### src/rtl/uart_receiver.sv
// uart_receiver: oversampling UART receiver, 5-8 data bits, optional even parity, 1-2 stop bits.
// Define UART_RX_MAJORITY_EN to decide each bit by a 2-of-3 vote of samples around the bit centre.
module uart_receiver #(
    parameter int CLK_FREQ   = 100_000_000,
    parameter int BAUD_RATE  = 9600,
    parameter int OVERSAMPLE = 16
) (
    input  logic       clk,
    input  logic       rstn,
    input  logic       rx,
    input  logic       parity_en,
    input  logic       two_stop_bits,
    input  logic [1:0] word_length,
    output logic [7:0] data_out,
    output logic       data_valid,
    output logic       parity_err,
    output logic       frame_err,
    output logic       rx_busy
);
    localparam int DIV_RAW = CLK_FREQ / (BAUD_RATE * OVERSAMPLE);
    localparam int DIV     = DIV_RAW < 1 ? 1 : DIV_RAW;
    localparam int DW      = DIV > 1 ? $clog2(DIV) : 1;
    localparam int SW      = $clog2(OVERSAMPLE + 1);
`ifdef UART_RX_MAJORITY_EN
    localparam int SMP = OVERSAMPLE / 2 + 1;
`else
    localparam int SMP = OVERSAMPLE / 2;
`endif

    typedef enum logic [2:0] {IDLE, START, DATA, PARITY, STOP1, STOP2} state_t;
    state_t        state;
    logic          rx_s1, rx_s2, rx_d;
    logic [DW-1:0] div_cnt;
    logic [SW-1:0] s_cnt, s_nxt;
    logic [2:0]    bit_cnt;
    logic [7:0]    sh;
    logic          par, perr, par_en_l, two_l;
    logic [1:0]    wl_l;
    logic          tick, smp_now, bit_val, done;

    assign tick    = div_cnt == DW'(DIV - 1);
    assign s_nxt   = s_cnt + 1'b1;
    assign smp_now = tick && s_nxt == SW'(SMP);
    assign rx_busy = state != IDLE;
    assign done    = smp_now && (state == STOP2 || (state == STOP1 && !(two_l && bit_val)));

`ifdef UART_RX_MAJORITY_EN
    logic [1:0] hist;
    always_ff @(posedge clk or negedge rstn)
        if (!rstn) hist <= 2'b11;
        else if (tick) hist <= {hist[0], rx_s2};
    assign bit_val = (hist[1] & hist[0]) | (hist[1] & rx_s2) | (hist[0] & rx_s2);
`else
    assign bit_val = rx_s2;
`endif

    always_ff @(posedge clk or negedge rstn) begin
        if (!rstn) begin
            rx_s1      <= 1'b1;
            rx_s2      <= 1'b1;
            rx_d       <= 1'b1;
            state      <= IDLE;
            div_cnt    <= '0;
            s_cnt      <= '0;
            bit_cnt    <= '0;
            sh         <= '0;
            par        <= 1'b0;
            perr       <= 1'b0;
            par_en_l   <= 1'b0;
            two_l      <= 1'b0;
            wl_l       <= '0;
            data_out   <= '0;
            data_valid <= 1'b0;
            parity_err <= 1'b0;
            frame_err  <= 1'b0;
        end else begin
            rx_s1      <= rx;
            rx_s2      <= rx_s1;
            rx_d       <= rx_s2;
            data_valid <= 1'b0;
            div_cnt    <= tick ? '0 : div_cnt + 1'b1;
            if (state != IDLE && tick) s_cnt <= s_nxt == SW'(OVERSAMPLE) ? '0 : s_nxt;
            case (state)
                IDLE: if (rx_d && !rx_s2) begin
                    state    <= START;
                    div_cnt  <= '0;
                    s_cnt    <= '0;
                    bit_cnt  <= '0;
                    sh       <= '0;
                    par      <= 1'b0;
                    perr     <= 1'b0;
                    par_en_l <= parity_en;
                    two_l    <= two_stop_bits;
                    wl_l     <= word_length;
                end
                START:  if (smp_now) state <= bit_val ? IDLE : DATA;
                DATA: if (smp_now) begin
                    sh      <= {bit_val, sh[7:1]};
                    par     <= par ^ bit_val;
                    bit_cnt <= bit_cnt + 1'b1;
                    if (bit_cnt == {1'b1, wl_l}) state <= par_en_l ? PARITY : STOP1;
                end
                PARITY: if (smp_now) begin
                    perr  <= bit_val != par;
                    state <= STOP1;
                end
                STOP1:  if (smp_now) state <= two_l && bit_val ? STOP2 : IDLE;
                STOP2:  if (smp_now) state <= IDLE;
                default: state <= IDLE;
            endcase
            // Bits arrive LSB-first at sh[7], so short words sit high and are shifted down.
            if (done) begin
                data_out   <= sh >> (2'd3 - wl_l);
                parity_err <= perr;
                frame_err  <= !bit_val;
                data_valid <= 1'b1;
            end
        end
    end
endmodule

### config.mk
export PLATFORM = sky130hd
export DESIGN_NAME = uart_receiver
export DESIGN_NICKNAME = d
export VERILOG_FILES = /design/src/rtl/uart_receiver.sv
export SDC_FILE = /design/constraint.sdc
export NUM_CORES = 1
export LEC_CHECK = 0
export BUFFER_PORTS_ARGS = -buffer_cell sky130_fd_sc_hd__buf_2
export CAP_MARGIN = 15
export CORE_MARGIN = 10
export CORE_UTILIZATION = 50
export CTS_CLUSTER_DIAMETER = 60
export CTS_CLUSTER_SIZE = 24
export DETAILED_ROUTE_END_ITERATION = 6
export PLACE_DENSITY = 0.69
export SYNTH_ARGS = -nofsm -noshare
export SYNTH_HDL_FRONTEND = slang
export SYNTH_SLANG_ARGS = --single-unit
### constraint.sdc
create_clock -name clk -period 4.6 [get_ports clk]
set_input_delay 0.69 -clock clk [delete_from_list [all_inputs] [get_ports clk]]
set_output_delay 0.69 -clock clk [all_outputs]
set_load 0.01 [all_outputs]
==> impl.org, run 1 <==
** Clock network
- Largest buffer count on any clock path :: 2
- TritonCTS built the clock tree.
- CTS Buf Count :: 5
- Post-CTS setup buffer count :: 0
- Clk slew on worst S/H paths :: 90 ps
- The tree is rooted in a sky130_fd_sc_hd__clkbuf_8.
- After clock tree synthesis, the repair step resized 0 gates.
- The clock drives 49 sinks.
- Later-pin clock latency in the skew report :: around 300 ps
- The H-tree was split into 2 levels.
- The number of hold buffers added after CTS was 0.

** Logic synthesis
- Number of synthesized register bits :: between 40 and 50
- Ys flop type :: sky130_fd_sc_hd__dfrtp_1
- The number of nets in the synthesized netlist is ~250.
- Yosys warning total :: 0
- Of all cell types, the one taking the most synthesized area is sky130_fd_sc_hd__dfrtp_1.
- Syn Inst Count :: 240
- Sequential elements use between 40% and 50% of the synthesized area.
- Summed over its instances, the top area cell type makes up 46.2% of the synthesized netlist area.
- The average instance in the mapped netlist occupies 10.4 sq um.
- Post-synth ARST share :: between 90% and 100%
- Synthesis instantiated 43 different standard cells from the library.
- The synthesized netlist occupies a cell area of about 2500 sq um.
- The synthesized design contains 0 enable-type register cells.
- By area the synthesized netlist is led by sky130_fd_sc_hd__dfrtp_1 (46%), sky130_fd_sc_hd__nand2_1 (6.3%), sky130_fd_sc_hd__mux2_1 (3.6%).

** Timing
- The number of failing hold endpoints at the final stage came to 0.
- Max Slew Vio Count :: 0
- Total of endpoints with negative setup slack in the final report :: 0
- Slew HR :: a little over half
- Unrepaired setup endpoints after global routing :: no
- Final min period :: between 2000 and 2500 ps
- For the pin with the worst max-slew slack, the measured transition is between 700 and 800 ps.
- Max Freq :: about 0.42 GHz
- Worst-case clock skew :: approximately 6.7 ps
- The final critical path takes up approximately half of the cycle.
- The tightest hold path in the finished design has a slack of approximately 360 ps.
- Setup total negative slack on the finished layout was measured at 0 ps.

** Worst setup path
- Startpoint types :: register
- Worst Setup End Kind :: register
- In this design, the largest share of critical-path delay is due to compound AO/OA/AOI/OAI gates.
- The slowest stage of the critical path is the sky130_fd_sc_hd__o2111a_1 cell.
- Critical Path Source :: s_cnt[0]
- The largest single stage delay on the critical path is between 500 and 600 ps.
- Together, buffers and inverters on the worst path number 0.
- Traced cell by cell, the critical path runs through ha_1, nor3_1, a31oi_1, nor3b_4, o2111a_1, mux2_2.
- At the worst endpoint, the arrival time is about 2600 ps.
- The setup path with the least slack is of type register to register.
- Along the worst path, the maximum fanout reaches 11.
- Startpoint of the lowest-slack register-to-register path :: s_cnt[0]
- Required time at the endpoint of the critical path :: 4790 ps

** Pwr
- IR analysis of the VDD net gives a maximum drop of slightly above 200 uV.
- Power per cell area :: 396 nW/um^2
- For this design the static power due to leakage is ~1.3 nW.

** Placed design
- Placer congestion estimate :: 0.774
- Port-buffer cells :: 18
- DP HPWL :: 3.21 mm

** Route
- In the routed design, unresolved DRC markers number 0.
- The pre-antenna-repair detailed-routing pass consisted of 4 iterations.
- The routed layout has 1709 vias.
- In the final routed layout, each cell accounts on average for around 14 um.
- Count of antenna-violating nets left after detailed routing :: 0
- Final routed wirelength across all metal layers :: 4.54 mm
- DRC marker count from the first detailed-route iteration :: 72
- Drt via density :: around 5.3

** Cells and area
- The net count of the finished layout is between 200 and 300.
- After filler insertion, the fill cell instance count of the layout stands at 431.
- The library cell used most frequently in the layout, excluding fill and tap cells, is sky130_fd_sc_hd__dfrtp_1.
- Of the cells placed in the final design, the portion with a size suffix greater than 1 is a little under a fifth.
- Area delta synth->final :: 9.43%
- Commonest cells after routing, fill and taps aside :: sky130_fd_sc_hd__dfrtp_1 (46), sky130_fd_sc_hd__nand2_1 (42), sky130_fd_sc_hd__nor2_1 (19)
- Antenna cells :: 0

** Die
- Die boundary width :: about 91 um
- From bottom edge to top edge, the die measures around 90 um.
- Die area :: between 8000 and 9000 sq um
- For this configuration, the core starts out at a cell density of 52.1%.
- In this run the count of I/O pins placed on the die edge is 19.
- After floorplanning, the core was divided into 25 placement rows.
- Standard cell core area :: 4790 sq um

** Global route
- The number of antenna violations at the first check in global routing came to 0.
- For this run, the total global-route usage over all layers was measured as 11.5%.
- The via count of the first global-routing pass came to 1704.
- The first global-routing pass estimated 8.00 mm of wire.
- Sum of overflow across all layers after global routing :: 0
- Entering global routing, the biggest net connects 50 pins.

** Min path
- In this run the worst hold path is classified as input port to asynchronous set/reset pin.

** Flow run
- The tool flagged a number of max-cap violations equal to 0.

** Run status
- The run finished with clean final reports.
==> layer usage <==
metal	vias to the layer above	wire length (um)	GRT usage, %
met5	-	0	0
met4	0	49	3.45
met3	5	163	3.16
met2	23	2130	18.7
met1	833	2190	14.6
li1	848	-	-
==> per-stage QoR <==
stage / power (mW) / utilization (%) / setup slack [ps] / instances / instance area [sq um]
finish: 1.08 / 57.0 / 2230 / 321 / 2730
global route: 1.15 / 57.0 / 2070 / 321 / 2730
CTS: 1.09 / 56.6 / 2200 / 320 / 2710
detailed placement: 0.799 / 54.4 / 2210 / 313 / 2610
global placement: 0.789 / 54.4 / 2280 / 313 / 2610
floorplan: 0.753 / - / 2510 / 240 / 2490
==> cells in the mapped netlist (5+ instances only) <==
cell	count
sky130_fd_sc_hd__nor2_1	19
sky130_fd_sc_hd__nor2b_1	5
sky130_fd_sc_hd__xnor2_1	7
sky130_fd_sc_hd__nand2_1	42
sky130_fd_sc_hd__buf_2	5
sky130_fd_sc_hd__mux2_1	8
sky130_fd_sc_hd__nand3_1	8
sky130_fd_sc_hd__dfrtp_1	46
sky130_fd_sc_hd__clkbuf_1	6
sky130_fd_sc_hd__mux2i_1	7
sky130_fd_sc_hd__nand4_1	5
sky130_fd_sc_hd__a21oi_1	7
sky130_fd_sc_hd__ha_1	5
sky130_fd_sc_hd__xor2_1	7
sky130_fd_sc_hd__o21ai_0	17
==> state kept, by name (all words and copies together), names as in the netlist <==
| signal | cells |
|---|---|
| bit_cnt | 3 |
| bit_val | 1 |
| data_out | 8 |
| data_valid | 1 |
| div_cnt | 10 |
| frame_err | 1 |
| par | 1 |
| par_en_l | 1 |
| parity_err | 1 |
| perr | 1 |
| rx_d | 1 |
| rx_s1 | 1 |
| s_cnt | 5 |
| sh | 8 |
| state | 3 |
| two_l | 1 |
| wl_l | 2 |
==> final cells by class <==
| class | instances | area [sq um] | share of cell area, % |
|---|---|---|---|
| flip-flops and latches | 49 | 1230 | 45.1 |
| multi-input cells | 174 | 1180 | 43.2 |
| repair buffers | 20 | 118 | 4.31 |
| well taps | 67 | 83.8 | 3.07 |
| clock buffers | 5 | 68.8 | 2.52 |
| clock inverters | 2 | 35.0 | 1.28 |
| inverters | 4 | 15.0 | 0.550 |
==> logic make-up (layout without fill, tap and decap cells) <==
group                    Yosys count  in the layout  share of synthesized area, %
XOR/XNOR                          14             14                          4.92
flip-flops                        49             49                          49.3
AO/OA/AOI/OAI                     32             32                          8.13
multiplexers                      23             23                          10.9
AND/OR/NAND/NOR                  100            100                          20.8
adder cells (fa/ha/maj)            5              5                          2.51
buffers and inverters             17             31                          3.41
==> power by group <==
group / leakage, nW / total (mW) / internal (mW) / switching [mW]
clock: 0.0540 / 0.292 / 0.158 / 0.134
sequential: 0.659 / 0.570 / 0.480 / 0.0900
combinational: 0.582 / 0.217 / 0.106 / 0.111
==> worst paths after layout <==
path / end / slack, ps / cells past startpoint
max: data_out[0] / 2230 / 6
min: div_cnt[1] / 360 / 1
max reg2reg: data_out[0] / 2230 / 6
min reg2reg: bit_val / 360 / 0
max in group asynchronous: rx_d / 3640 / 2
min in group clk: bit_val / 360 / 0
Power figures use the tool's default switching activity.
==> run 2: changes to the inputs <==
- clock period: 4.6 -> 2.45 ns (I/O delays scaled with it)
==> run 2 against run 1 <==
Effect of this change: total power grew 86%; die area unchanged; critical path depth grew 1; clock-buffer cell count rose by 2; via count grew 0.18%; utilization up 0.89 points; clock power up 74%; combinational power increased by 110%; sequential cell count did not move; routed wire length is 3.0% lower; critical path type unchanged; critical endpoint unchanged.
==> impl.org, run 2 (same netlist as run 1, synthesis figures left out) <==
** Run status
- Run status :: finished, final reports clean

** Cells and area
- Ranked by flip-flop count, first place goes to div_cnt.
- The post-route netlist has 20.3% of its cells at a drive strength greater than 1.
- The largest registers in the layout are div_cnt: 10 flops, data_out: 8 flops, sh: 8 flops.
- From synthesis to final layout, the design area changed by 11.1%.
- Most common cell after layout, fill and taps aside :: sky130_fd_sc_hd__dfrtp_1
- Max reg flops :: 10
- In the layout the commonest cells are sky130_fd_sc_hd__dfrtp_1 (46), sky130_fd_sc_hd__nand2_1 (42), sky130_fd_sc_hd__nor2_1 (19).
- Layout net count :: approximately 270
- Antenna cells :: 0

** Route
- Once detail routing completed, the nets flagged for antenna violations numbered 0.
- Final routed wirelength across all metal layers :: between 4 and 5 mm
- Total via count after detailed routing :: 1712
- For this run, design rule violations remaining after detail routing come to 0.
- Dividing the detail-routed wire length by the instance count gives between 10 and 15 um.
- Router iterations before antenna repair :: 5
- DRC marker count from the first detailed-route iteration :: 117
- Drt via density :: 5.22

** Min path
- Class of the worst hold path :: input port to asynchronous set/reset pin

** Worst setup path
- The slowest stage of the critical path is the sky130_fd_sc_hd__dfrtp_1 cell.
- R2r worst-path depth :: 7
- Together, buffers and inverters on the worst path number 1.
- Traced cell by cell, the critical path runs through ha_1, nor3_1, a31oi_1, nor3b_4, o2111a_1, buf_4, mux2_2.
- In this run the critical register-to-register path is launched from s_cnt[0].
- Data on the critical path is required at its endpoint by ~2600 ps.
- Largest driver fanout on the critical path :: 11
- The most critical setup path has its endpoint at data_out[0].
- Tracing the worst setup path back leads to its startpoint at s_cnt[0].
- Data on the critical path arrives at its endpoint at 2350 ps.
- For this run, the slowest stage of the critical path takes 430 ps.
- The critical path crosses 7 cells after its start point.
- In this run the register-to-register setup slack is 290 ps.
- In this run the critical register-to-register path is captured at data_out[0].
- Startpoint types :: register
- Type of the worst setup path :: register to register
- The cell family contributing the most delay on the critical path is simple AND/OR/NAND/NOR gates.
- The worst setup path is captured at a register.

** Placed design
- Buffers placed on the I/O ports in this run total 18.
- Once detailed placement completed, the half-perimeter wirelength came to 3.24 mm.
- At the end of routability-driven placement, the weighted congestion stood at ~0.8.

** Die
- In this run the count of I/O pins placed on the die edge is 19.
- Standard cell core area :: around 4800 sq um
- Die boundary width :: between 90 and 100 um
- Starting utilization of the core area :: 52.1%
- Die area :: ~8200 sq um
- Count of standard-cell rows :: 25
- Die extent in y :: between 90 and 100 um

** Global route
- Entering global routing, the biggest net connects 29 pins.
- Global routing usage summed across all routing layers :: a little under an eighth
- The total overflow left after global routing is 0.
- Vias in the first global route :: 1760
- The first global-routing pass estimated 8.21 mm of wire.
- The number of antenna violations at the first check in global routing was 0.

** Timing
- For the finished layout, the period the worst path requires is 2160 ps.
- Slew HR :: between 60% and 70%
- Unrepaired setup endpoints after global routing :: no
- Max Slew Vio Count :: 0
- Final-layout worst hold slack :: approximately 40 ps
- Total of endpoints with negative setup slack in the final report :: 0
- The clock arrives with 5.10 ps of skew.
- The number of failing hold endpoints at the final stage is 0.
- Post-route setup TNS :: 0 ps
- Max Freq :: about 0.46 GHz
- At the pin with the least slew margin, the transition time is about 530 ps.
- Final clock period utilization by the worst path :: between 80% and 90%

** Clock network
- Clk slew on worst S/H paths :: ~90 ps
- Largest buffer count on any clock path :: 2
- Post-CTS setup buffer count :: 0
- TritonCTS built the clock tree.
- The tree is rooted in a sky130_fd_sc_hd__clkbuf_8.
- For this design, the CTS-stage hold fixing added 0 buffers.
- Gates resized during post-CTS repair numbered 0.
- CTS H-tree lvls :: 2
- CTS Sinks :: slightly below 50
- CTS Buf Count :: 5
- Later-pin clock latency in the skew report :: 290 ps

** Pwr
- Power per cell area :: roughly 730 nW/um^2
- Across the VDD grid, the largest voltage drop is 265 uV.
- Summed over all cells, the static leakage comes to between 1 and 1.5 nW.

** Flow run
- Count of maximum capacitance violations :: 0
run 2: report_power, final:
group,switching [mW],internal [mW],total [mW]
registers,0.142,0.902,1.04
clock network,0.253,0.255,0.508
logic,0.239,0.219,0.458
total,0.633,1.38,2.01
run 2: metrics by stage:
stage                     total power, mW  cells  setup WS [ps]  utilization, %  cell area, sq um
after floorplan                      1.41    240            362               -              2490
after global placement               1.51    320            324            55.8              2670
after detailed placement             1.52    320            288            55.8              2670
after CTS                            2.03    328            280            57.9              2770
after global routing                 2.15    328            108            57.9              2770
final                                2.01    328            286            57.9              2770
run 2: how the worst min path moves through the flow:
stage | start | end | slack [ps] | depth (start not counted)
floorplan | rstn | bit_cnt[0] | 70 | 0
global placement | rx_s1 | bit_val | 350 | 0
detailed placement | rx_s1 | bit_val | 350 | 0
CTS | rstn | div_cnt[4] | 60 | 1
global route | rstn | s_cnt[1] | 70 | 1
finish | rstn | s_cnt[1] | 40 | 1
run 2: layout make-up:
cell class              instances  area (sq um)
multi-input cells             174          1180
flip-flops and latches         49          1230
well taps                      67          83.8
fillers                       429          2010
clock inverters                 1          5.00
inverters                       4          15.0
repair buffers                 26           163
clock buffers                   7          96.3
run 2: per-layer routing:
metal | track usage [%] | vias to the layer above | part of all wire, %
li1 | - | 857 | -
met1 | 15.9 | 822 | 50
met5 | 0 | - | 0
met4 | 3.18 | 0 | 0.93
met2 | 17.8 | 26 | 45
met3 | 2.74 | 7 | 4.1
==> run 3: changes to the inputs <==
- clock period: 2.45 -> 2.5 ns (I/O delays scaled with it)
==> run 3 against run 2 <==
Effect of this change: combinational power shrank 5.2%; first-iteration DRC count shrank 20%; sequential share of layout area grew 0.49 points; total power shrank 4.0%; non-clock buffer count shrank 2.
==> impl.org, run 3 (same netlist as run 1, synthesis figures left out) <==
** Die
- The die is 90.6 um tall.
- The die is a little over 90 um wide.
- Row generation in the floorplan step produced 25 rows.
- In this run the count of I/O pins placed on the die edge is 19.
- The floorplan step defined a die boundary enclosing between 8000 and 9000 sq um.
- The initial utilization of the core area, before any placement, comes to a little over half.
- The core region is 4790 sq um.

** Worst setup path
- The critical path is of the register to register type.
- Largest driver fanout on the critical path :: 20
- Cell family with the largest share of critical-path delay :: simple AND/OR/NAND/NOR gates
- Together, buffers and inverters on the worst path number 0.
- For the worst setup path, the data required time is 2690 ps.
- Startpoint of the lowest-slack register-to-register path :: state[1]
- List of cells traversed by the critical path :: or3_1, or3b_4, nand2_1, o211ai_4, mux2_4
- Worst Setup End Kind :: register
- STA classifies the critical path startpoint as a register.
- Standard cell with the maximum stage delay on the critical path :: sky130_fd_sc_hd__or3b_4
- Slack of the worst reg-to-reg path :: approximately 300 ps
- At the worst endpoint, the arrival time is approximately 2400 ps.
- In this design, the stage delay of the slowest critical-path cell is about 550 ps.
- Critical register-to-register path endpoint :: state[2]
- The worst register-to-register path has a depth of 5.

** Pwr
- IR analysis of the VDD net gives a maximum drop of ~380 uV.
- Of the total power, the share spent switching nets is between 30% and 40%.
- Reg power frac :: 53.8%
- The analysis attributes to net switching a power of 0.642 mW.
- Total power for the finished layout comes to just under 2 mW.
- Per report_power, the combinational group accounts for around 23% of the total.
- Clock group share of total power :: a little under a quarter
- In this run the power density over the cells is around 700 nW/um^2.
- Internal :: about 1.3 mW
- The analysis attributes to cell leakage a power of approximately 1.3 nW.

** Clock network
- The number of gates resized after CTS was 0.
- Counting every sink on the clock net gives just under 50.
- In this run the post-CTS setup repair buffer count came out at 0.
- CTS Buf Count :: 5
- Clock latency on the worst-skew pair, taken at its later pin, is 300 ps.
- In this run, post-CTS hold repair placed 0 buffers.
- Master cell of the clock root buffer :: sky130_fd_sc_hd__clkbuf_8
- Clock-pin slew was measured on the worst setup and hold paths at around 90 ps.
- TritonCTS built the clock tree.
- No sink is reached through more buffers than the 2 on the longest clock path.
- The H-tree generated during clock tree synthesis spans 2 levels.

** Placed design
- Routability-driven placement finished with a final weighted congestion of around 0.78.
- DP HPWL :: about 3.2 mm
- Port-buffer cells :: 18

** Timing
- Total of endpoints with negative setup slack in the final report :: 0
- Max Slew Vio Count :: 0
- Final min period :: ~2200 ps
- Setup repair after global routing left no endpoint under its margin.
- The number of failing hold endpoints at the final stage is 0.
- Worst-case clock skew :: roughly 7.4 ps
- Derived from the worst setup path, the maximum achievable clock frequency is about 0.45 GHz.
- Pin slew with the least headroom to its limit :: 497 ps
- Headroom to the max-slew limit came out at between 60% and 70%.
- Of the available clock period, the critical path in the final layout requires a little under 90%.
- Post-route setup TNS :: 0 ps
- Final-layout worst hold slack :: 40.2 ps

** Route
- Count of antenna-violating nets left after detailed routing :: 0
- Final routed wirelength across all metal layers :: roughly 4.5 mm
- In the routed design, unresolved DRC markers number 0.
- Before antenna repair, the detailed router went through 4 iterations.
- After the first detailed-routing iteration, the DRC count stood at 94.
- Dividing the detail-routed via count by the number of cells gives 5.17.
- The final route contains 1686 vias.
- In the final routed layout, each cell accounts on average for approximately 14 um.

** Min path
- In this run the worst hold path is classified as input port to asynchronous set/reset pin.

** Global route
- First-pass GRT wire length :: ~8 mm
- Entering global routing, the biggest net connects 50 pins.
- Vias in the first global route :: around 1600
- Global routing usage summed across all routing layers :: 11.6%
- Sum of overflow across all layers after global routing :: 0
- The number of antenna violations at the first check in global routing is 0.

** Cells and area
- Leaving out fill and tap cells, the most frequent cell in the layout is sky130_fd_sc_hd__dfrtp_1.
- Most flops, register :: div_cnt
- The library cells used most frequently in the layout, excluding fill and tap cells, are sky130_fd_sc_hd__dfrtp_1 (46), sky130_fd_sc_hd__nand2_1 (42), sky130_fd_sc_hd__nor2_1 (19).
- Compared with the post-synthesis result, the final layout area differs by 9.93%.
- Measured on the finished design, the core utilization comes to 57.3%.
- Max reg flops :: 10
- The number of antenna diodes in the final layout is 0.
- Leading registers by flop count :: div_cnt: 10 flops, data_out: 8 flops, sh: 8 flops
- Of the cells placed in the final design, the portion with a size suffix greater than 1 is 19.7%.
- At the end of the flow, the number of nets in the layout was 270.

** Flow run
- Count of maximum capacitance violations :: 0

** Run status
- Run status :: finished, final reports clean
[run 3: stage by stage]
stage / setup WS, ps / std cells / cell area [sq um]
global placement: 330 / 318 / 2660
finish: 297 / 326 / 2740
CTS: 298 / 326 / 2740
floorplan: 412 / 240 / 2490
global route: 163 / 326 / 2740
detailed placement: 323 / 318 / 2660
[run 3: area by class of cell]
type                       instances  area (sq um)
clock buffer                       5          68.8
clock inverter                     3          17.5
fill                             434          2040
inverter                           4          15.0
multi-input combinational        174          1180
sequential                        49          1230
tap                               67          83.8
timing repair buffer              24           148
[run 3: worst max-delay path by stage]
stage	startpoint	end	slack, ps	cells after the start
finish	state[1]	state[2]	300	5
global route	s_cnt[0]	data_out[0]	160	7
CTS	state[1]	state[2]	300	5
detailed placement	state[1]	state[2]	320	5
global placement	state[1]	state[2]	330	5
floorplan	state[0]	state[0]	410	8
[run 3: power groups by stage]
stage	sequential (mW)	combinational, mW	clock [mW]
floorplan	0.967	0.418	0
global placement	1.05	0.425	0
detailed placement	1.05	0.437	0
CTS	1.04	0.440	0.474
global route	1.06	0.499	0.509
finish	1.04	0.434	0.456
[run 3: per-layer routing]
| metal | vias to the layer above | global-route usage, % | share of wire [%] |
|---|---|---|---|
| met1 | 800 | 15.9 | 51 |
| met3 | 6 | 3.49 | 4.1 |
| met5 | - | 0 | 0 |
| met4 | 0 | 3.18 | 0.93 |
| met2 | 22 | 17.2 | 44 |
| li1 | 858 | - | - |
